### src/rtl/pdm_microphone_receiver.sv
// PDM microphone front end: mic clock generation, 1-bit capture, 3rd-order CIC
// decimator to 16-bit PCM and a first-word-fall-through sample FIFO.
module pdm_microphone_receiver #(
  parameter int CLK_DIVIDER = 50,
  parameter int DECIMATION  = 64,
  parameter int FIFO_DEPTH  = 16
) (
  input  logic        clk_i,
  input  logic        rst_n_i,
  input  logic        enable_i,
  input  logic        pdm_data_i,
  output logic        pdm_clk_o,
  output logic        pdm_lrsel_o,
  output logic [15:0] pcm_data_o,
  output logic        pcm_valid_o,
  input  logic        pcm_read_i,
  output logic        fifo_full_o,
  output logic        overrun_o,
  input  logic        clear_overrun_i
);
  localparam int DW   = 19;
  localparam int DIVW = (CLK_DIVIDER > 1) ? $clog2(CLK_DIVIDER) : 1;
  localparam int DECW = $clog2(DECIMATION);
  localparam int AW   = $clog2(FIFO_DEPTH);
  localparam int CW   = AW + 1;
  localparam logic [DIVW-1:0] DIV_LAST  = DIVW'(CLK_DIVIDER - 1);
  localparam logic [DECW-1:0] DEC_LAST  = DECW'(DECIMATION - 1);
  localparam logic [CW-1:0]   FIFO_FULL = CW'(FIFO_DEPTH);

  typedef logic signed [DW-1:0] acc_t;

  // ---------------- mic clock ----------------
  logic [DIVW-1:0] div_q, div_d;
  logic            pclk_q, pclk_d;
  logic            strobe;

  always_comb begin
    div_d  = div_q;
    pclk_d = pclk_q;
    if (!enable_i) begin
      div_d  = '0;
      pclk_d = 1'b0;
    end else if (div_q == DIV_LAST) begin
      div_d  = '0;
      pclk_d = ~pclk_q;
    end else begin
      div_d  = div_q + DIVW'(1);
    end
  end

  always_ff @(posedge clk_i or negedge rst_n_i) begin
    if (!rst_n_i) begin
      div_q  <= '0;
      pclk_q <= 1'b0;
    end else begin
      div_q  <= div_d;
      pclk_q <= pclk_d;
    end
  end

  assign strobe = enable_i & pclk_q & (div_q == DIV_LAST);

  // ---------------- CIC datapath ----------------
  logic [1:0]      sync_q;
  acc_t            x, i1_q, i2_q, i3_q, i1_d, i2_d, i3_d;
  logic [DECW-1:0] dec_q;
  acc_t            cap_q, cap_prev_q, c1_prev_q, c2_prev_q, comb_q, c1, c2, c3;
  logic            cap_bit_q, comb_bit_q;
  logic [1:0]      vld_pipe_q;
  logic [1:0]      warm_q;
  logic            capture, push;

  always_comb begin
    x    = sync_q[1] ? 19'sd1 : -19'sd1;
    i1_d = i1_q + x;
    i2_d = i2_q + i1_d;
    i3_d = i3_q + i2_d;
    c1   = cap_q - cap_prev_q;
    c2   = c1 - c1_prev_q;
    c3   = c2 - c2_prev_q;
  end

  assign capture = strobe & (dec_q == DEC_LAST);

  always_ff @(posedge clk_i or negedge rst_n_i) begin
    if (!rst_n_i) begin
      sync_q <= '0; i1_q <= '0; i2_q <= '0; i3_q <= '0; dec_q <= '0;
      cap_q <= '0; cap_prev_q <= '0; c1_prev_q <= '0; c2_prev_q <= '0; comb_q <= '0;
      cap_bit_q <= 1'b0; comb_bit_q <= 1'b0; vld_pipe_q <= '0; warm_q <= '0;
    end else if (!enable_i) begin
      sync_q <= '0; i1_q <= '0; i2_q <= '0; i3_q <= '0; dec_q <= '0;
      cap_q <= '0; cap_prev_q <= '0; c1_prev_q <= '0; c2_prev_q <= '0; comb_q <= '0;
      cap_bit_q <= 1'b0; comb_bit_q <= 1'b0; vld_pipe_q <= '0; warm_q <= '0;
    end else begin
      sync_q     <= {sync_q[0], pdm_data_i};
      vld_pipe_q <= {vld_pipe_q[0], capture};
      if (strobe) begin
        i1_q  <= i1_d;
        i2_q  <= i2_d;
        i3_q  <= i3_d;
        dec_q <= dec_q + DECW'(1);
      end
      if (capture) begin
        cap_q     <= i3_d;
        cap_bit_q <= sync_q[1];
      end
      if (vld_pipe_q[0]) begin
        cap_prev_q <= cap_q;
        c1_prev_q  <= c1;
        c2_prev_q  <= c2;
        comb_q     <= c3;
        comb_bit_q <= cap_bit_q;
      end
      if (vld_pipe_q[1] && warm_q != 2'd3) warm_q <= warm_q + 2'd1;
    end
  end

  // +2^18 and -2^18 alias to the same 19-bit pattern; only an all-equal window
  // reaches either, so the newest bit of the window tells them apart.
  logic signed [DW:0] wide, shr;
  logic [15:0]        pcm_s;

  always_comb begin
    wide = {comb_q[DW-1], comb_q};
    if (comb_q == 19'h40000) wide = comb_bit_q ? 20'sh40000 : -20'sh40000;
    shr = wide >>> 3;
    if (shr > 20'sd32767)       pcm_s = 16'h7fff;
    else if (shr < -20'sd32768) pcm_s = 16'h8000;
    else                        pcm_s = shr[15:0];
  end

  assign push = vld_pipe_q[1] & (warm_q == 2'd3) & enable_i;

  // ---------------- FWFT FIFO ----------------
  logic [15:0]   mem_q [FIFO_DEPTH];
  logic [AW-1:0] wr_q, rd_q;
  logic [CW-1:0] cnt_q, cnt_d;
  logic          ovr_q, ovr_d;
  logic          empty, full, pop, wr_en, drop;

  assign empty = (cnt_q == '0);
  assign full  = (cnt_q == FIFO_FULL);
  assign pop   = pcm_read_i & ~empty;
  assign wr_en = push & (~full | pop);
  assign drop  = push & full & ~pop;

  always_comb begin
    cnt_d = cnt_q + CW'(wr_en) - CW'(pop);
    ovr_d = ovr_q;
    if (clear_overrun_i) ovr_d = 1'b0;
    if (drop)            ovr_d = 1'b1;
  end

  always_ff @(posedge clk_i or negedge rst_n_i) begin
    if (!rst_n_i) begin
      wr_q  <= '0;
      rd_q  <= '0;
      cnt_q <= '0;
      ovr_q <= 1'b0;
    end else begin
      if (wr_en) wr_q <= wr_q + AW'(1);
      if (pop)   rd_q <= rd_q + AW'(1);
      cnt_q <= cnt_d;
      ovr_q <= ovr_d;
    end
  end

  always_ff @(posedge clk_i) begin
    if (wr_en) mem_q[wr_q] <= pcm_s;
  end

  assign pdm_clk_o   = pclk_q;
  assign pdm_lrsel_o = 1'b0;
  assign pcm_valid_o = ~empty;
  assign pcm_data_o  = empty ? 16'h0000 : mem_q[rd_q];
  assign fifo_full_o = full;
  assign overrun_o   = ovr_q;
endmodule

### config.mk
export PLATFORM = sky130hd
export DESIGN_NAME = pdm_microphone_receiver
export DESIGN_NICKNAME = d
export VERILOG_FILES = /design/src/rtl/pdm_microphone_receiver.sv
export SDC_FILE = /design/constraint.sdc
export NUM_CORES = 1
export LEC_CHECK = 0
export ABC_AREA = 1
export BUFFER_PORTS_ARGS = -buffer_cell sky130_fd_sc_hd__buf_2
export CAP_MARGIN = 20
export CORE_MARGIN = 10
export CORE_UTILIZATION = 64
export CTS_BUF_LIST = sky130_fd_sc_hd__clkbuf_4 sky130_fd_sc_hd__clkbuf_8 sky130_fd_sc_hd__clkbuf_16
export DETAILED_ROUTE_END_ITERATION = 16
export PLACE_DENSITY = 0.81
export SLEW_MARGIN = 10
export SYNTH_ARGS = -nofsm -noshare
export SYNTH_HDL_FRONTEND = slang
export SYNTH_SLANG_ARGS = --single-unit
export TNS_END_PERCENT = 10
### constraint.sdc
create_clock -name clk_i -period 6.9 [get_ports clk_i]
set_input_delay 1.035 -clock clk_i [delete_from_list [all_inputs] [get_ports clk_i]]
set_output_delay 1.035 -clock clk_i [all_outputs]
set_load 0.05 [all_outputs]
==> results.cfg <==
[final_layout]
final_cell_mix = 348 x nand2_1, 283 x o21ai_0, 256 x edfxtp_1, 232 x inv_1, 222 x nor2_1
diodes = 0
finalNonFillerCells = 2857
regMostFlops = mem_q
drive_gt1_share_pct = 7.35
syn2layout_area_growth_pct = 9.37
nets = 2495
final.fill_count = 2566
layout_commonest_cell = nand2_1
largest_reg_flops = 256

[clocking]
cts_tree = yes
cts_buffer_depth = 3
hold_buffers = 0
h-tree-depth = 2
cts_setup_buffers = 0
clk_pin_slew_ps = 70
clk_latency_ps = 570
cts_made_buffers = 44
cts_sinks = 443
root_buffer = clkbuf_16
ctsResizeCount = 0

[drt]
wirelength_um = 55200
dr_total_vias = 17263
avgViaCountPerCell = 6.04
route.detailed.drc = 0
dr.pass1.iters = 5
drt-initial-drc-count = 1492
post_drt_wl_per_cell_um = 19.3
antenna_left = 0

[die]
core-area_um2 = 35300
die-area_um2 = 43500
fp.dieH_um = 209
dieWidth_um = 209
row_count = 69
start_util_pct = 64.5
pin_count = 27

[global_routing]
overflow = 0
grt_usage_pct = 25.1
antenna_found_initial = 0
grt_pass1_vias = 16976
grt_max_degree = 119
grt_pass1_wl_um = 88900

[critical_path]
crit_path_frequent_cell = nand2_1
crit_type = flop to flop
path_buf_inv = 3
slowest_stage = inv_1
crit_required_ps = 7360
worstPathArrival_ps = 6200
end_kind = flop
startpoint_type = flop
cp_top_family = simple AND/OR/NAND/NOR gates
cpPeakStageDelay_ps = 550
path_max_fanout = 18

[synthesis]
ys_top_cells_by_area = edfxtp_1 34%, dfrtp_1 21%, ha_1 6.7%, o21ai_0 6.2%, nand2_1 5.7%
synthesis.nets = 2480
synth_top_area_share_pct = 33.8
synth_edf_count = 256
syn_area_um2 = 22800
yosysWarnings = 0
syn_area_per_cell_um2 = 9.71
synthCells = 2345
async_flop_share_pct = 42.2
ys_types = 56
ys.flop_type = edfxtp_1
synth_seq_area_share_pct = 54.3
netlist.top_cell.by_area = edfxtp_1
ys_seq_elements = 443

[place]
dp_hpwl_um = 35900
post-place-ws_ps = 1260
place_congestion = 0.923
dp_cells = 2772
port_buffers = 25

[timing]
tightest_slew_ps = 1080
hold_viol_final = 0
postLayoutSetupSlackWorst_ps = 1160
rsz0062_at_grt = no
slew_violations = 0
setup_tns_ps = 0
fmax_mhz = 174
setup_violations = 0
finClkSkew_ps = 19.3
hold_slack_ps = 465
fin_crit_sh_pct = 83.2
maxSlewHeadroom_pct = 28.1
fin_crit_ps = 5740

[power_and_ir_drop]
ir_worst_vdd_v = 0.000509
power_density_nw_per_um2 = 477
p_leak_nw = 10.6
power_mw = 11.9

[flow_run]
cap_violations = 0

[status]
outcome = finished clean

[hold_path]
hp-class = flop to flop
## metrics by stage
| step | util (%) | instance area [um2] |
|---|---|---|
| 3_3_place_gp | 66.2 | 23400 |
| 6_report | 70.5 | 24900 |
| 2_1_floorplan | - | 22800 |
| 5_1_grt | 70.5 | 24900 |
| 4_1_cts | 70.3 | 24800 |
| 3_5_place_dp | 66.2 | 23400 |
## synth_stat cells (all sizes together), types with 2 or more instances
cell	number
o211ai	6
nor2	229
o21bai	11
clkbuf	71
ha	122
o22ai	43
nand3	107
xor2	46
a21o	13
o32ai	3
nand2	357
a22o	21
o31ai	9
dfrtp	187
a31o	4
nor3b	2
o221ai	53
nor3	12
nor4	8
o21ai	298
a211oi	3
buf	18
o21a	5
nand3b	3
inv	236
fa	7
a21boi	2
a31oi	12
and2	4
a21oi	137
edfxtp	256
xnor2	32
nand4	19
or2	4
## cell families after synthesis
group                    after synthesis  synth area share, %
other                                  1               0.0165
flip-flops                           443                 54.3
AND/OR/NAND/NOR                      746                 13.7
AO/OA/AOI/OAI                        623                 16.2
buffers and inverters                325                 5.45
XOR/XNOR                              78                 3.03
adder cells (fa/ha/maj)              129                 7.32
## worst reg2reg max path: stages (launching register included)
cell	delay, ps
dfrtp_1	400
inv_1	550
ha_1	400
nand2_1	90
nand2_1	60
a31oi_1	220
o21ai_0	190
a31o_2	250
xor2_1	180
inv_1	70
ha_1	360
nand2_1	70
nor2_1	150
nand4_1	130
o21bai_1	380
a21oi_2	120
o21bai_1	200
nand2_1	100
and2_1	160
ha_1	300
inv_1	100
nor3_1	280
nand2_1	110
or3_1	350
o211ai_1	100
nand3_1	120
nand4_1	90
nand2_1	70
## where the power goes
part           internal, mW  total, mW  switching (mW)
combinational          2.15       6.38            4.22
sequential             2.93       3.08           0.150
clock                  1.39       2.41            1.02
total                  6.48       11.9            5.40
## final timing paths
| path | start | endpoint | slack [ps] | cells after the start |
|---|---|---|---|---|
| min reg2reg | sync_q[0] | sync_q[1] | 470 | 2 |
| min | sync_q[0] | sync_q[1] | 470 | 2 |
| max in group asynchronous | rst_n_i | rd_q[0] | 4820 | 2 |
| max reg2reg | sync_q[1] | cap_q[18] | 1160 | 27 |
| max | sync_q[1] | cap_q[18] | 1160 | 27 |
| min in group asynchronous | rst_n_i | cnt_q[2] | 560 | 1 |
## per-layer routing
metal | wire (um) | track usage, % | vias up | part of all wire [%]
met5 | 0 | 0 | - | 0
met4 | 1620 | 9.25 | 0 | 2.9
met3 | 3930 | 3.85 | 125 | 7.1
met2 | 27400 | 43.1 | 663 | 50
met1 | 22200 | 31.6 | 8231 | 40
li1 | - | - | 8244 | -
## cell type report
cell class	count	area, um2	share of cell area (%)
clock buffers	54	1190	4.79
clock inverters	28	272	1.09
inverters	236	887	3.56
multi-input cells	1577	9170	36.8
flip-flops and latches	443	12400	49.7
well taps	461	577	2.32
repair buffers	58	422	1.69
(Power assumes the default switching activity.)
